File: config.mk
export PLATFORM = sky130hd
export DESIGN_NAME = if_prefetch_stage
export DESIGN_NICKNAME = d
export VERILOG_FILES = /design/src/rtl/if_prefetch_stage.sv
export SDC_FILE = /design/constraint.sdc
export NUM_CORES = 1
export LEC_CHECK = 0
export ABC_AREA = 0
export BUFFER_PORTS_ARGS = -buffer_cell sky130_fd_sc_hd__buf_2
export CORE_MARGIN = 1.5
export CORE_UTILIZATION = 35
export DETAILED_ROUTE_END_ITERATION = 16
export PLACE_DENSITY = 0.55
export SYNTH_ARGS = -nofsm -noshare
export SYNTH_HDL_FRONTEND = slang
export SYNTH_SLANG_ARGS = --single-unit
export TNS_END_PERCENT = 30
File: constraint.sdc
create_clock -name clk -period 10.1 [get_ports clk]
set_input_delay 2.02 -clock clk [delete_from_list [all_inputs] [get_ports clk]]
set_output_delay 2.02 -clock clk [all_outputs]
set_load 0.01 [all_outputs]
File: src/rtl/if_prefetch_stage.sv
// if_prefetch_stage: instruction fetch with in-order imem requests, prefetch queue and redirect flush
module if_prefetch_stage #(
  parameter int XLEN = 32,
  parameter int FETCH_DEPTH = 4,
  parameter logic [XLEN-1:0] RESET_PC = '0
) (
  input  logic                         clk,
  input  logic                         rst,
  input  logic [1:0]                   pc_src,
  input  logic [XLEN-1:0]              branch_addr,
  input  logic [XLEN-1:0]              jump_addr,
  output logic                         imem_req_valid,
  input  logic                         imem_req_ready,
  output logic [XLEN-1:0]              imem_addr,
  input  logic                         imem_rsp_valid,
  input  logic [XLEN-1:0]              imem_rsp_data,
  output logic                         out_valid,
  input  logic                         out_ready,
  output logic [XLEN-1:0]              out_instr,
  output logic [XLEN-1:0]              out_pc,
  output logic [XLEN-1:0]              out_pc_plus4,
  output logic [$clog2(FETCH_DEPTH):0] occupancy
);
  localparam int PW = $clog2(FETCH_DEPTH);
  localparam int CW = PW + 1;
  localparam logic [CW:0] DEPTH_W = (CW+1)'(FETCH_DEPTH);
  logic [XLEN-1:0] instr_mem [FETCH_DEPTH];
  logic [XLEN-1:0] pc_mem [FETCH_DEPTH];
  logic [XLEN-1:0] fetch_pc_q, fetch_pc_d, rsp_pc_q, rsp_pc_d, target;
  logic [PW-1:0]   rd_q, rd_d, wr_q, wr_d;
  logic [CW-1:0]   cnt_q, cnt_d, out_q, out_d, drop_q, drop_d;
  logic            redirect, req_hs, push, pop, drop_rsp;
  // Next-state logic; a redirect flushes the queue and marks every in-flight fetch as stale
  always_comb begin
    redirect       = pc_src == 2'd1 || pc_src == 2'd2;
    target         = pc_src == 2'd1 ? {branch_addr[XLEN-1:2], 2'b00} : {jump_addr[XLEN-1:2], 2'b00};
    imem_req_valid = !rst && !redirect && ({1'b0, cnt_q} + {1'b0, out_q} < DEPTH_W);
    req_hs         = imem_req_valid && imem_req_ready;
    drop_rsp       = imem_rsp_valid && drop_q != '0;
    push           = imem_rsp_valid && drop_q == '0 && !redirect;
    pop            = out_valid && out_ready && !redirect;
    out_d          = out_q + CW'(req_hs) - CW'(imem_rsp_valid);
    drop_d         = redirect ? out_q - CW'(imem_rsp_valid) : drop_q - CW'(drop_rsp);
    cnt_d          = redirect ? '0 : cnt_q + CW'(push) - CW'(pop);
    rd_d           = redirect ? '0 : rd_q + PW'(pop);
    wr_d           = redirect ? '0 : wr_q + PW'(push);
    fetch_pc_d     = redirect ? target : fetch_pc_q + (req_hs ? XLEN'(4) : '0);
    rsp_pc_d       = redirect ? target : rsp_pc_q + (push ? XLEN'(4) : '0);
    imem_addr      = fetch_pc_q;
    out_valid      = cnt_q != '0;
    out_instr      = out_valid ? instr_mem[rd_q] : '0;
    out_pc         = out_valid ? pc_mem[rd_q] : '0;
    out_pc_plus4   = out_pc + XLEN'(4);
    occupancy      = cnt_q;
  end
  // Control state registers
  always_ff @(posedge clk) begin
    if (rst) begin
      fetch_pc_q <= RESET_PC;
      rsp_pc_q   <= RESET_PC;
      rd_q       <= '0;
      wr_q       <= '0;
      cnt_q      <= '0;
      out_q      <= '0;
      drop_q     <= '0;
    end else begin
      fetch_pc_q <= fetch_pc_d;
      rsp_pc_q   <= rsp_pc_d;
      rd_q       <= rd_d;
      wr_q       <= wr_d;
      cnt_q      <= cnt_d;
      out_q      <= out_d;
      drop_q     <= drop_d;
    end
  end
  // Queue storage; contents are only meaningful below cnt_q so no reset is needed
  always_ff @(posedge clk) begin
    if (push && !rst) begin
      instr_mem[wr_q] <= imem_rsp_data;
      pc_mem[wr_q]    <= rsp_pc_q;
    end
  end
endmodule

==> metrics list, run 1 <==
- The run finished with clean final reports.
- Ys Warns: 0
- Fin crit share: 61.6%
- For this configuration, the core starts out at a cell density of 35.6%.
- In this run the cell area of the synthesized design comes to 0.0142 mm².
- Post-synthesis area per instance: 14.9 µm²
- Final setup TNS: 0 ns
* Number of distinct library cell variants in the gate-level netlist after synthesis: 56
* Minimum period implied by the final worst setup slack: 6.22 ns
* TritonCTS clock tree: built
- Post CTS Setup Buffer Count: 0
* Leakage power: 6.30 nW
- In this run the clock root is driven by a clkbuf_16.
* Overall die area: 0.0418 mm²
* Global routing usage summed across all routing layers: 15.4%
- X dimension of the die: 204 µm
- Via count of the first global-routing pass: 8732
- By area the synthesized netlist is led by edfxtp_1, dfxtp_1, mux4_2, xor2_1, and2_1.
- Number of sinks driven by the clock tree: 321
- Crit Path Class: input pin to output port
- Maximum buffer depth of the clock tree: 3
* #FFs+latches synth: 321
* Highest Clock Rate: 161 MHz
- Of the cells placed in the final design, the portion with a size suffix greater than 1 is 33.9%.
- After floorplanning, the core was divided into 73 placement rows.
- The detail route stage leaves a number of antenna-violating nets equal to 0.
- Antenna violations before repair: 0
* Transition time at the pin with the least slew margin: 1.01 ns
- Boundary Pins: 236
- Wire length of the first global-routing pass: 49.4 mm
- Worst-case headroom to the max-slew limit: 32.7%
* Grt total ovfl: 0
* Register Area: 0.00892 mm²
- Number of enable flip-flop cells after synthesis: 248
* Fraction of registers with async set or reset after synthesis: 0%
- Count of port buffers added during placement: 225
- STA classifies the critical path endpoint as an output port.
* Pins over their slew limit: 0
- Cts bufs inserted: 37
* Total count of hold-check failures in the final report: 0
- Utilization after layout: 42.7%
- Top FF cell, synth: edfxtp_1
- Standard cell core area: 0.0399 mm²
- Across the VDD grid, the largest voltage drop is 99.5 µV.
- Pin count of the biggest net entering global routing: 67
- Number of standard cells after synthesis: 954
- Worst Skew: 0.0133 ns
- Of all cell types, the one taking the most synthesized area is edfxtp_1.
- Routability cong.: 0.745
- Setup Viol. Count Final: 0
- Y dimension of the die: 204 µm
- Counting the fill cells in the layout gives 3705.
* Nature of the critical path startpoint: input pin
- Once the clock tree was built, the resizer swapped 0 gates to a different size.
- In the final design database the tool counted 1303 nets.
* Area overhead of the layout relative to synthesis: 19.9%
- Final wirelength: 32.1 mm
- The H-tree was split into 2 levels.
- The first detailed-routing pass took 4 iterations.
- For the worst-skew pair, the clock arrives at the later sink with an insertion delay of 0.51 ns.
* Arrival time worst endpoint: 4.20 ns
- Of the synthesized area, sequential elements account for 62.7%.
- Number of design-rule violations left by the first detailed-router iteration: 370
- Multi-input logic area: 0.00495 mm²
- Area fraction of the dominant cell type after synthesis: 52.4%
- Required time at the worst-slack endpoint: 8.08 ns
* Largest driver fanout on the critical path: 48
- Clock-pin slew was measured on the worst setup and hold paths at 0.06 ns.
- In the final routed layout, each cell accounts on average for 18.5 µm.
- Pwr per Cell Area: 181 mW/mm²
- For this run, design rule violations remaining after detail routing come to 0.
* DR vias/cell: 4.90
- The routed layout has 8484 vias.
- Setup repair after global routing missed its margin: false
- Max-cap violations: 0
- Buffers inserted to repair hold after CTS numbered 0.
* Type of the most critical hold path: flop to flop
- Detailed-placement wirelength estimate: 21.0 mm
-- layer usage --
metal / vias up / part of all wire [%] / track usage [%]
li1: 4029 / - / -
met1: 4178 / 47 / 21.5
met2: 243 / 45 / 24.5
met3: 34 / 6.3 / 3.22
met4: 0 / 1.4 / 3.65
met5: - / 0 / 0
-- cell type report --
| class | count | share of cell area [%] |
|---|---|---|
| well taps | 525 | 3.86 |
| clock buffers | 49 | 6.19 |
| flip-flops and latches | 321 | 52.4 |
| multi-input cells | 560 | 29.0 |
| repair buffers | 233 | 6.96 |
| inverters | 27 | 0.595 |
| diodes | 1 | 0.0147 |
| clock inverters | 17 | 0.977 |
-- registers in the layout, indices dropped and copies added, names as in the netlist --
| signal | count |
|---|---|
| drop_q | 3 |
| imem_addr | 30 |
| instr_mem | 128 |
| occupancy | 3 |
| out_q | 3 |
| pc_mem | 120 |
| rd_q | 2 |
| rsp_pc_q | 30 |
| wr_q | 2 |
-- critical path: stages --
cell	delay, ns
buf_2	0.07
inv_1	0.03
ha_2	0.93
nand2b_1	0.30
or4_1	0.46
a31oi_1	0.19
buf_2	0.17
-- Yosys cell counts, drive strengths merged (27+ instances only) --
cell    instances
a21oi          59
and2           63
buf            33
dfxtp          73
edfxtp        248
inv            27
mux2           30
mux4           64
nand2          51
nand3          30
nor2           31
o21bai         30
xnor2          43
xor2           45
-- kinds of logic (layout without fill, tap and decap cells) --
kind of cell	after synthesis	after routing	share of synthesized area [%]
xor+xnor	88	88	5.42
fa+ha+maj	20	20	1.87
simple gates	251	251	10.4
compound gates	101	101	4.27
other cells	1	7	0.0264
buf+inv	78	326	2.78
flops	321	321	62.7
mux	94	94	12.6
-- where the power goes --
group	internal, mW	switching, mW	leakage [nW]
Sequential	1.48	0.0508	2.86
Combinational	0.114	0.141	2.85
Clock	0.791	0.516	0.592
Total	2.38	0.708	6.30
-- path summary, 6_finish.rpt --
| kind | from | to | slack [ns] | cells past startpoint |
|---|---|---|---|---|
| max reg2reg | occupancy[2] | imem_addr[30] | 6.50 | 12 |
| min | rsp_pc_q[10] | pc_mem[0][10] | 0.54 | 0 |
| min reg2reg | rsp_pc_q[10] | pc_mem[0][10] | 0.54 | 0 |
| max | pc_src[1] | imem_req_valid | 3.88 | 7 |
-- metrics by stage --
stage	setup WS [ns]	hold WS [ns]	total power [mW]	instance area (µm²)	cells
2_1_floorplan	0.261	0.467	1.71	14200	959
3_3_place_gp	3.75	0.524	1.81	15800	1666
3_5_place_dp	3.75	0.537	1.81	15800	1666
4_1_cts	3.84	0.534	3.13	17000	1732
5_1_grt	3.69	0.543	3.22	17000	1732
6_report	3.88	0.535	3.09	17000	1733
-- placed cells by master, fill, tap and decap left out, drive strengths merged, types with 43 or more instances in the layout --
master	netlist	layout
xnor2	43	43
buf	33	233
edfxtp	248	248
clkbuf	18	49
mux4	64	64
dfxtp	73	73
and2	63	63
xor2	45	45
nand2	51	51
a21oi	59	59
Power figures use the tool's default switching activity.
==> run 2: changes to the inputs <==
--- a/config.mk
+++ b/config.mk
@@ -5,12 +5,12 @@
 export SDC_FILE = /design/constraint.sdc
 export NUM_CORES = 1
 export LEC_CHECK = 0
-export ABC_AREA = 0
+export ABC_AREA = 1
 export BUFFER_PORTS_ARGS = -buffer_cell sky130_fd_sc_hd__buf_2
 export CORE_MARGIN = 1.5
 export CORE_UTILIZATION = 35
 export DETAILED_ROUTE_END_ITERATION = 16
-export PLACE_DENSITY = 0.55
+export PLACE_DENSITY = 0.52
 export SYNTH_ARGS = -nofsm -noshare
 export SYNTH_HDL_FRONTEND = slang
 export SYNTH_SLANG_ARGS = --single-unit
==> constraint.sdc (replaced) <==
create_clock -name clk -period 6.2 [get_ports clk]
set_input_delay 1.24 -clock clk [delete_from_list [all_inputs] [get_ports clk]]
set_output_delay 1.24 -clock clk [all_outputs]
set_load 0.01 [all_outputs]
==> run 2 against run 1 <==
Compared with the run above:
- via count is 51% higher
- total power is 68% higher
- worst setup slack lost 2.5 ns
- clock power rose by 67%
- flip-flop and latch count is the same
- synthesized area grew 9.9%
- clock-buffer cell count grew 2
- final area grew 8.7%
- core utilization decreased by 0.72 points
- cell count is 53% higher
- critical path depth up 5
- synthesized cell count grew 91%
- largest cell class unchanged
==> metrics list, run 2 <==
- From bottom edge to top edge, the die measures 214 µm.
* TritonCTS clock tree: built
- After filler insertion, the fill cell instance count of the layout stands at 4464.
* Endpoint of the worst-slack reg-to-reg timing path: imem_addr[22]
- The critical path contains buffers and inverters numbering 4 combined.
- Pwr per Cell Area: 280 mW/mm²
- Yosys printed 0 warnings.
* Arrival time worst endpoint: 3.61 ns
* Peak VDD IR: 192 µV
- The register with the most flip-flops in the layout has 128 of them.
- Leaving out fill and tap cells, the most frequent cells in the layout are nand2_1, nor2_1, edfxtp_1.
* Area overhead of the layout relative to synthesis: 18.6%
* Standard cell core area: 0.0441 mm²
* Number of sinks driven by the clock tree: 321
- The routed layout has 12852 vias.
* Wire length of the first global-routing pass: 68.9 mm
- Top FF cell, synth: edfxtp_1
- Library cell contributing the largest single delay on the critical path: buf_4
- Post-DR wirelength/cell: 16.7 µm
- Dividing the final minimum period by the clock period gives 78.1%.
- The critical path goes through buf_4 > buf_4 > nand2_1 > nand3_1 > nand2_1 > nand3_1 > inv_1 > nand2_1 > nor2_2 > nand2_1 > xor2_1 > buf_2.
- Synthesis produced a netlist whose cell count is 1822.
- After layout, the minimum clock period comes to 4.85 ns.
- The via count of the first global-routing pass came to 12285.
- The H-tree was split into 2 levels.
* Post-Place Cell Area: 0.0173 mm²
- Cell family contributing the most delay on the critical path: buffers and inverters
- Boundary Pins: 236
* Leakage power: 7.50 nW
* Post-synthesis sequential area ratio: 57.1%
- After detailed routing, the number of remaining DRC violations is 0.
- Cells fill 41.9% of the core in the end.
- The largest registers in the layout are instr_mem: 128 flops, pc_mem: 120 flops.
* Total count of hold-check failures in the final report: 0
* Initial DRT Pass Iterations: 5
* Clk pin slew, worst setup/hold paths: 0.06 ns
- More flip-flops sit in one register than any other, and that register is instr_mem.
- #FFs+latches synth: 321
* Cts bufs inserted: 37
- The die covers 0.0459 mm².
- Grt total ovfl: 0
* Critical R2R Launch: occupancy[1]
* Final wirelength: 44.3 mm
- Fraction of registers with async set or reset after synthesis: 0%
- The die is 214 µm wide.
* Largest area contributor in the synthesized netlist: edfxtp_1
* Most frequent standard cell in the layout excluding fill and tap cells: nand2_1
* Number of distinct library cell variants in the gate-level netlist after synthesis: 39
- Multi-input logic area: 0.00583 mm²
- Post-synthesis cell area: 0.0156 mm²
- Overall power consumption after layout is estimated at 5.19 mW.
- The flow ran to the end, and the final reports show no timing, DRC or antenna violations.
* Setup repair after global routing missed its margin: false
- CP endpoint kind: output port
- CTS Root Buffer Type: clkbuf_16
- The sequential cells in the finished layout cover a total of 0.00891 mm².
- The min-delay analysis places its worst path in the category flop to flop.
- At the end of the flow, the number of nets in the layout was 2156.
- Worst hold slack across all endpoints: 0.533 ns
- Routability cong.: 0.891
* Length in cells of the worst reg-to-reg path: 16
- Most used standard cells in the synthesized netlist: nand2_1, nor2_1, edfxtp_1
* Cell seen most often among critical-path stages: nand2_1
- Required time at the worst-slack endpoint: 4.96 ns
- For this run, the total global-route usage over all layers was measured as 19.2%.
- Transition time at the pin with the least slew margin: 1.02 ns
- The total count of max-transition violations in the final report came to 0.
- On the worst path, the slowest cell contributes a delay of 0.74 ns.
- Most repeated cell in the gate-level netlist after synthesis: nand2_1
- Setup Viol. Count Final: 0
- The clock passes through at most 3 buffers.
- Detailed-placement wirelength estimate: 29.6 mm
- Count of port buffers added during placement: 225
- Number of design-rule violations left by the first detailed-router iteration: 861
- Highest Clock Rate: 206 MHz
- Entering global routing, the biggest net connects 67 pins.
* Worst Skew: 0.0198 ns
- In this run the register-to-register setup slack is 3.14 ns.
- The initial antenna violation count is 0.
- Post-CTS Hold Fix Bufs: 0
* Number of enable flip-flop cells after synthesis: 248
* Launch instance of the worst min-delay path: rsp_pc_q[29]
- In this run the core area contains 77 standard-cell rows.
* Count of cells along the worst hold path: 0
- Clock network latency to the later pin of the worst-skew pair: 0.55 ns
* Antenna Cells: 0
- Post-cts gate resize count: 0
- The number of setup buffers added after CTS is 0.
- After detailed routing, the number of vias per cell comes to 4.85.
* Post-synthesis area per instance: 8.57 µm²
- Max-cap violations: 0
- Fraction of final layout cells sized beyond drive strength 1: 16.6%
- Initial cell density of the core: 35.4%
- The worst setup path is of the flop to output port kind.
* Area fraction of the dominant cell type after synthesis: 47.7%
- STA classifies the critical path startpoint as a flop.
- Largest driver fanout on the critical path: 66
- Headroom to the max-slew limit came out at 32.3%.
* Final setup TNS: 0 ns
* Final std cell area, no fill: 0.0185 mm²
- By area the synthesized netlist is led by edfxtp_1, nand2_1, dfxtp_1, nor2_1, o21ai_0.
- Destination of the worst hold path: pc_mem[2][29]
- Remaining antenna violation count after routing: 0
## run 2: layout make-up
type | instances | area share, %
sequential | 321 | 48.2
multi-input combinational | 1286 | 31.5
timing repair buffer | 245 | 6.90
clock buffer | 51 | 5.50
tap | 592 | 4.00
inverter | 142 | 2.88
clock inverter | 14 | 1.05
## run 2: per-layer routing
layer  share of wire (%)  wire length, µm  track usage (%)  vias up
met3                 4.9             2190             3.77       60
met4                 2.1              931             5.21        0
li1                    -                -                -     6424
met5                   0                0                0        -
met1                  48            21500             27.0     6037
met2                  45            19800             30.3      331
## run 2: cells by family after synthesis
kind of cell | count (synthesis) | synth area share, %
AND/OR/NAND/NOR | 993 | 25.9
XOR/XNOR | 26 | 1.46
AO/OA/AOI/OAI | 240 | 7.84
adder cells (fa/ha/maj) | 20 | 1.70
buffers and inverters | 220 | 5.89
multiplexers | 1 | 0.0641
flip-flops | 321 | 57.1
other | 1 | 0.0240
## run 2: metrics by stage
step | worst slack, ns | instances
after detailed placement | 1.49 | 2586
after global routing | 1.12 | 2651
after CTS | 1.31 | 2651
final | 1.35 | 2651
after floorplan | 0.828 | 1827
after global placement | 1.54 | 2586
## run 2: power by group
| group | switching [mW] | internal [mW] | leakage [nW] |
|---|---|---|---|
| logic | 0.346 | 0.176 | 4.05 |
| registers | 0.0766 | 2.40 | 2.86 |
| clock network | 0.868 | 1.32 | 0.587 |
| total | 1.29 | 3.90 | 7.50 |
## run 2: worst reg2reg max path: stages (launching register included)
cell	delay, ns
dfxtp_1	0.49
ha_1	0.29
a311o_1	0.26
nor3_1	0.19
nand2_1	0.11
inv_1	0.10
ha_1	0.15
nand2_1	0.12
nor2_1	0.15
nand2_1	0.10
nor2_1	0.28
nand2_1	0.14
nor2_1	0.25
nand2_1	0.08
nand2_1	0.07
nand3_1	0.06
a21oi_1	0.15
## run 2: worst max-delay path by stage
stage,end,cells after the start,slack [ns],startpoint
finish,out_pc_plus4[17],12,1.35,rd_q[0]
global route,out_pc_plus4[18],13,1.12,rd_q[0]
CTS,out_pc_plus4[17],12,1.31,rd_q[0]
detailed placement,imem_addr[22],21,1.49,pc_src[1]
global placement,imem_addr[22],20,1.54,pc_src[1]
floorplan,instr_mem[0][0],8,0.83,pc_src[1]
==> run 3: changes to the inputs <==
--- a/config.mk
+++ b/config.mk
@@ -10,7 +10,7 @@
 export CORE_MARGIN = 1.5
 export CORE_UTILIZATION = 35
 export DETAILED_ROUTE_END_ITERATION = 16
-export PLACE_DENSITY = 0.52
+export PLACE_DENSITY = 0.54
 export SYNTH_ARGS = -nofsm -noshare
 export SYNTH_HDL_FRONTEND = slang
 export SYNTH_SLANG_ARGS = --single-unit
==> constraint.sdc (replaced) <==
create_clock -name clk -period 4.15 [get_ports clk]
set_input_delay 0.83 -clock clk [delete_from_list [all_inputs] [get_ports clk]]
set_output_delay 0.83 -clock clk [all_outputs]
set_load 0.01 [all_outputs]
==> run 3 against run 2 <==
Compared with the run above:
- clock-buffer cell count is 5 lower
- critical path type unchanged
- via count is 0.73% lower
- total power rose by 45%
- cell count up 0.19%
- final area hardly changed
- worst setup slack lost 1.1 ns
- worst hold slack lost 0.027 ns
- sequential share of layout area barely moved
- wire length decreased by 0.66%
==> metrics list, run 3 (synthesis gave the netlist of run 2 again) <==
* Commonest non-fill, non-tap cells in the layout: nand2_1, nor2_1, edfxtp_1
- The setup path with the least slack is of type flop to output port.
- Overall die area: 0.0459 mm²
- Worst setup margin: 0.299 ns
- The count of final hold-check violations was 0.
- The first detailed-routing pass took 5 iterations.
* Most frequent standard cell in the layout excluding fill and tap cells: nand2_1
- The worst path uses 92.8% of the clock period.
- In the final layout, the registers with the most flip-flops are instr_mem: 128 flops, pc_mem: 120 flops.
- Setup slack on the worst flop-to-flop path: 1.06 ns
- Critical-path cell list: inv_2 > o21ai_1 > nand2_1 > nand2_1 > inv_1 > ha_1 > nand2_1 > nor2_2 > nand2_1 > xor2_1 > buf_2
- The total count of max-transition violations in the final report came to 0.
- Remaining DRCs: 0
* Global routing usage summed across all routing layers: 18.9%
- Relative to the synthesized area, the layout overhead comes to 18.5%.
- Post CTS Setup Buffer Count: 0
* Detailed-placement wirelength estimate: 30.0 mm
- Routability cong.: 0.921
- Based on the critical path, the design can be clocked at up to 260 MHz.
- Nature of the critical path startpoint: flop
* Maximum single-stage delay on the critical path: 0.37 ns
* Total power: 7.52 mW
- Number of flip-flops under the largest register name: 128
- instr_mem holds more flip-flops than any other register.
- The filler cells instantiated in the layout total 4481.
* Number of design-rule violations left by the first detailed-router iteration: 763
* Remaining antenna violation count after routing: 0
* Required time at the worst-slack endpoint: 3.32 ns
* Max-cap violations: 0
- Boundary Pins: 236
- X dimension of the die: 214 µm
- Endpoint of the worst-slack reg-to-reg timing path: imem_addr[23]
- Transition time at the pin with the least slew margin: 0.728 ns
- Summed over all cells, the static leakage comes to 7.49 nW.
* Post-DR wirelength/cell: 16.6 µm
- Wire length of the first global-routing pass: 67.8 mm
* DR vias/cell: 4.80
- Maximum buffer depth of the clock tree: 3
* Utilization after layout: 41.9%
- In this run the standard cell core region covers 0.0441 mm².
- Pin count of the biggest net entering global routing: 67
- The run finished with clean final reports.
- Final wirelength: 44.0 mm
- Cell family contributing the most delay on the critical path: simple AND/OR/NAND/NOR gates
* Arrival time worst endpoint: 3.02 ns
- Among all stages on the critical path, the largest delay is contributed by dfxtp_4.
* Final std cell area, no fill: 0.0185 mm²
* Via count of the first global-routing pass: 11997
* Cell seen most often among critical-path stages: nand2_1
- After clock tree synthesis, the clock-pin slew on the worst setup and hold paths is 0.06 ns.
* Length in cells of the worst reg-to-reg path: 16
- Launch instance of the worst min-delay path: imem_rsp_data[14]
- The detailed router placed 12758 vias in this run.
- Setup repair after global routing missed its margin: false
- In this run the worst path has a maximum fanout of 18.
* CP endpoint kind: output port
- Count of cells along the worst hold path: 1
- Between clock sinks in the finished design, the worst skew comes to 0.0191 ns.
* Post-CTS Hold Fix Bufs: 0
- Count of port buffers added during placement: 225
- Post-Place Cell Area: 0.0174 mm²
- Measured against its own limit, the worst slew margin works out to 51.4%.
- Together, buffers and inverters on the worst path number 3.
* Worst setup timing slack at the placement stage: 0.435 ns
* TritonCTS clock tree: built
- Peak VDD IR: 306 µV
- Post-cts gate resize count: 0
* Initial cell density of the core: 35.4%
- Clock network latency to the later pin of the worst-skew pair: 0.54 ns
* Standard-cell rows: 77
- Y dimension of the die: 214 µm
* Minimum period implied by the final worst setup slack: 3.85 ns
- Setup Viol. Count Final: 0
* CTS H-tree depth: 2
- Number of sinks driven by the clock tree: 321
- Critical R2R Launch: occupancy[1]
* Destination of the worst hold path: instr_mem[3][14]
- Nets@finish: 2159
- CTS Root Buffer Type: clkbuf_16
* Cts bufs inserted: 36
- The post-route netlist has 16.7% of its cells at a drive strength greater than 1.
- The initial antenna violation count is 0.
- Type of the most critical hold path: input pin to flop
- Grt total ovfl: 0
- Worst hold slack across all endpoints: 0.506 ns
* Pwr per Cell Area: 406 mW/mm²
==> run 3: changes by cell type in the layout (fill, tap and decap cells not counted) <==
cell       change
buf_12         +4
bufinv_16      -2
clkbuf_1       -2
clkbuf_8       -3
clkinv_1       +3
clkinv_2       +6
clkinv_4       -1
clkinv_8       -2
diode_2        +1
inv_6          +1
==> run 3: worst max path at each step <==
stage,from,to,slack [ns],cells after the start
2_1_floorplan,pc_src[1],instr_mem[0][0],-0.81,8
3_3_place_gp,pc_src[1],imem_addr[23],0.52,20
3_5_place_dp,pc_src[1],imem_addr[23],0.43,20
4_1_cts,rd_q[0],out_pc_plus4[16],0.21,11
5_1_grt,rd_q[0],out_pc_plus4[17],0.003,12
6_report,rd_q[0],out_pc_plus4[16],0.30,11
==> run 3: per-stage QoR <==
step,TNS (ns),cells
global route,0,2655
global placement,0,2590
detailed placement,0,2590
finish,0,2656
floorplan,-201.46,1827
CTS,0,2655
==> run 3: metal layers <==
layer  wire, µm  up-vias  global-route usage, %
met1      20400     5888                   26.4
met4        818        0                   4.65
met5          0        -                      0
li1           -     6440                      -
met2      20100      370                   30.6
met3       2730       60                   3.30
==> run 3: layout make-up <==
class | count | area (µm²) | share of cell area (%)
repair buffers | 249 | 1360 | 7.34
well taps | 592 | 741 | 4.01
clock buffers | 46 | 970 | 5.24
inverters | 142 | 533 | 2.88
clock inverters | 19 | 143 | 0.771
flip-flops and latches | 321 | 8910 | 48.2
multi-input cells | 1286 | 5830 | 31.5
diodes | 1 | 2.50 | 0.0135
==> run 3: worst reg2reg max path: stages, from the launching register on <==
cell,delay [ns]
dfxtp_1,0.47
ha_1,0.28
a311o_1,0.26
nor3_1,0.20
nand2_1,0.14
inv_1,0.10
ha_1,0.14
nand2_1,0.12
inv_1,0.19
nand2_1,0.13
nor2_1,0.31
nand3_1,0.20
nor2_1,0.19
nor2_1,0.06
nor2_1,0.08
nand2_1,0.05
a21oi_1,0.10
==> run 3: power by group <==
part | total, mW | leakage, nW | switching (mW) | internal, mW
clock | 3.03 | 0.550 | 1.25 | 1.78
combinational | 0.785 | 4.08 | 0.516 | 0.269
sequential | 3.70 | 2.86 | 0.114 | 3.59
total | 7.52 | 7.49 | 1.88 | 5.63
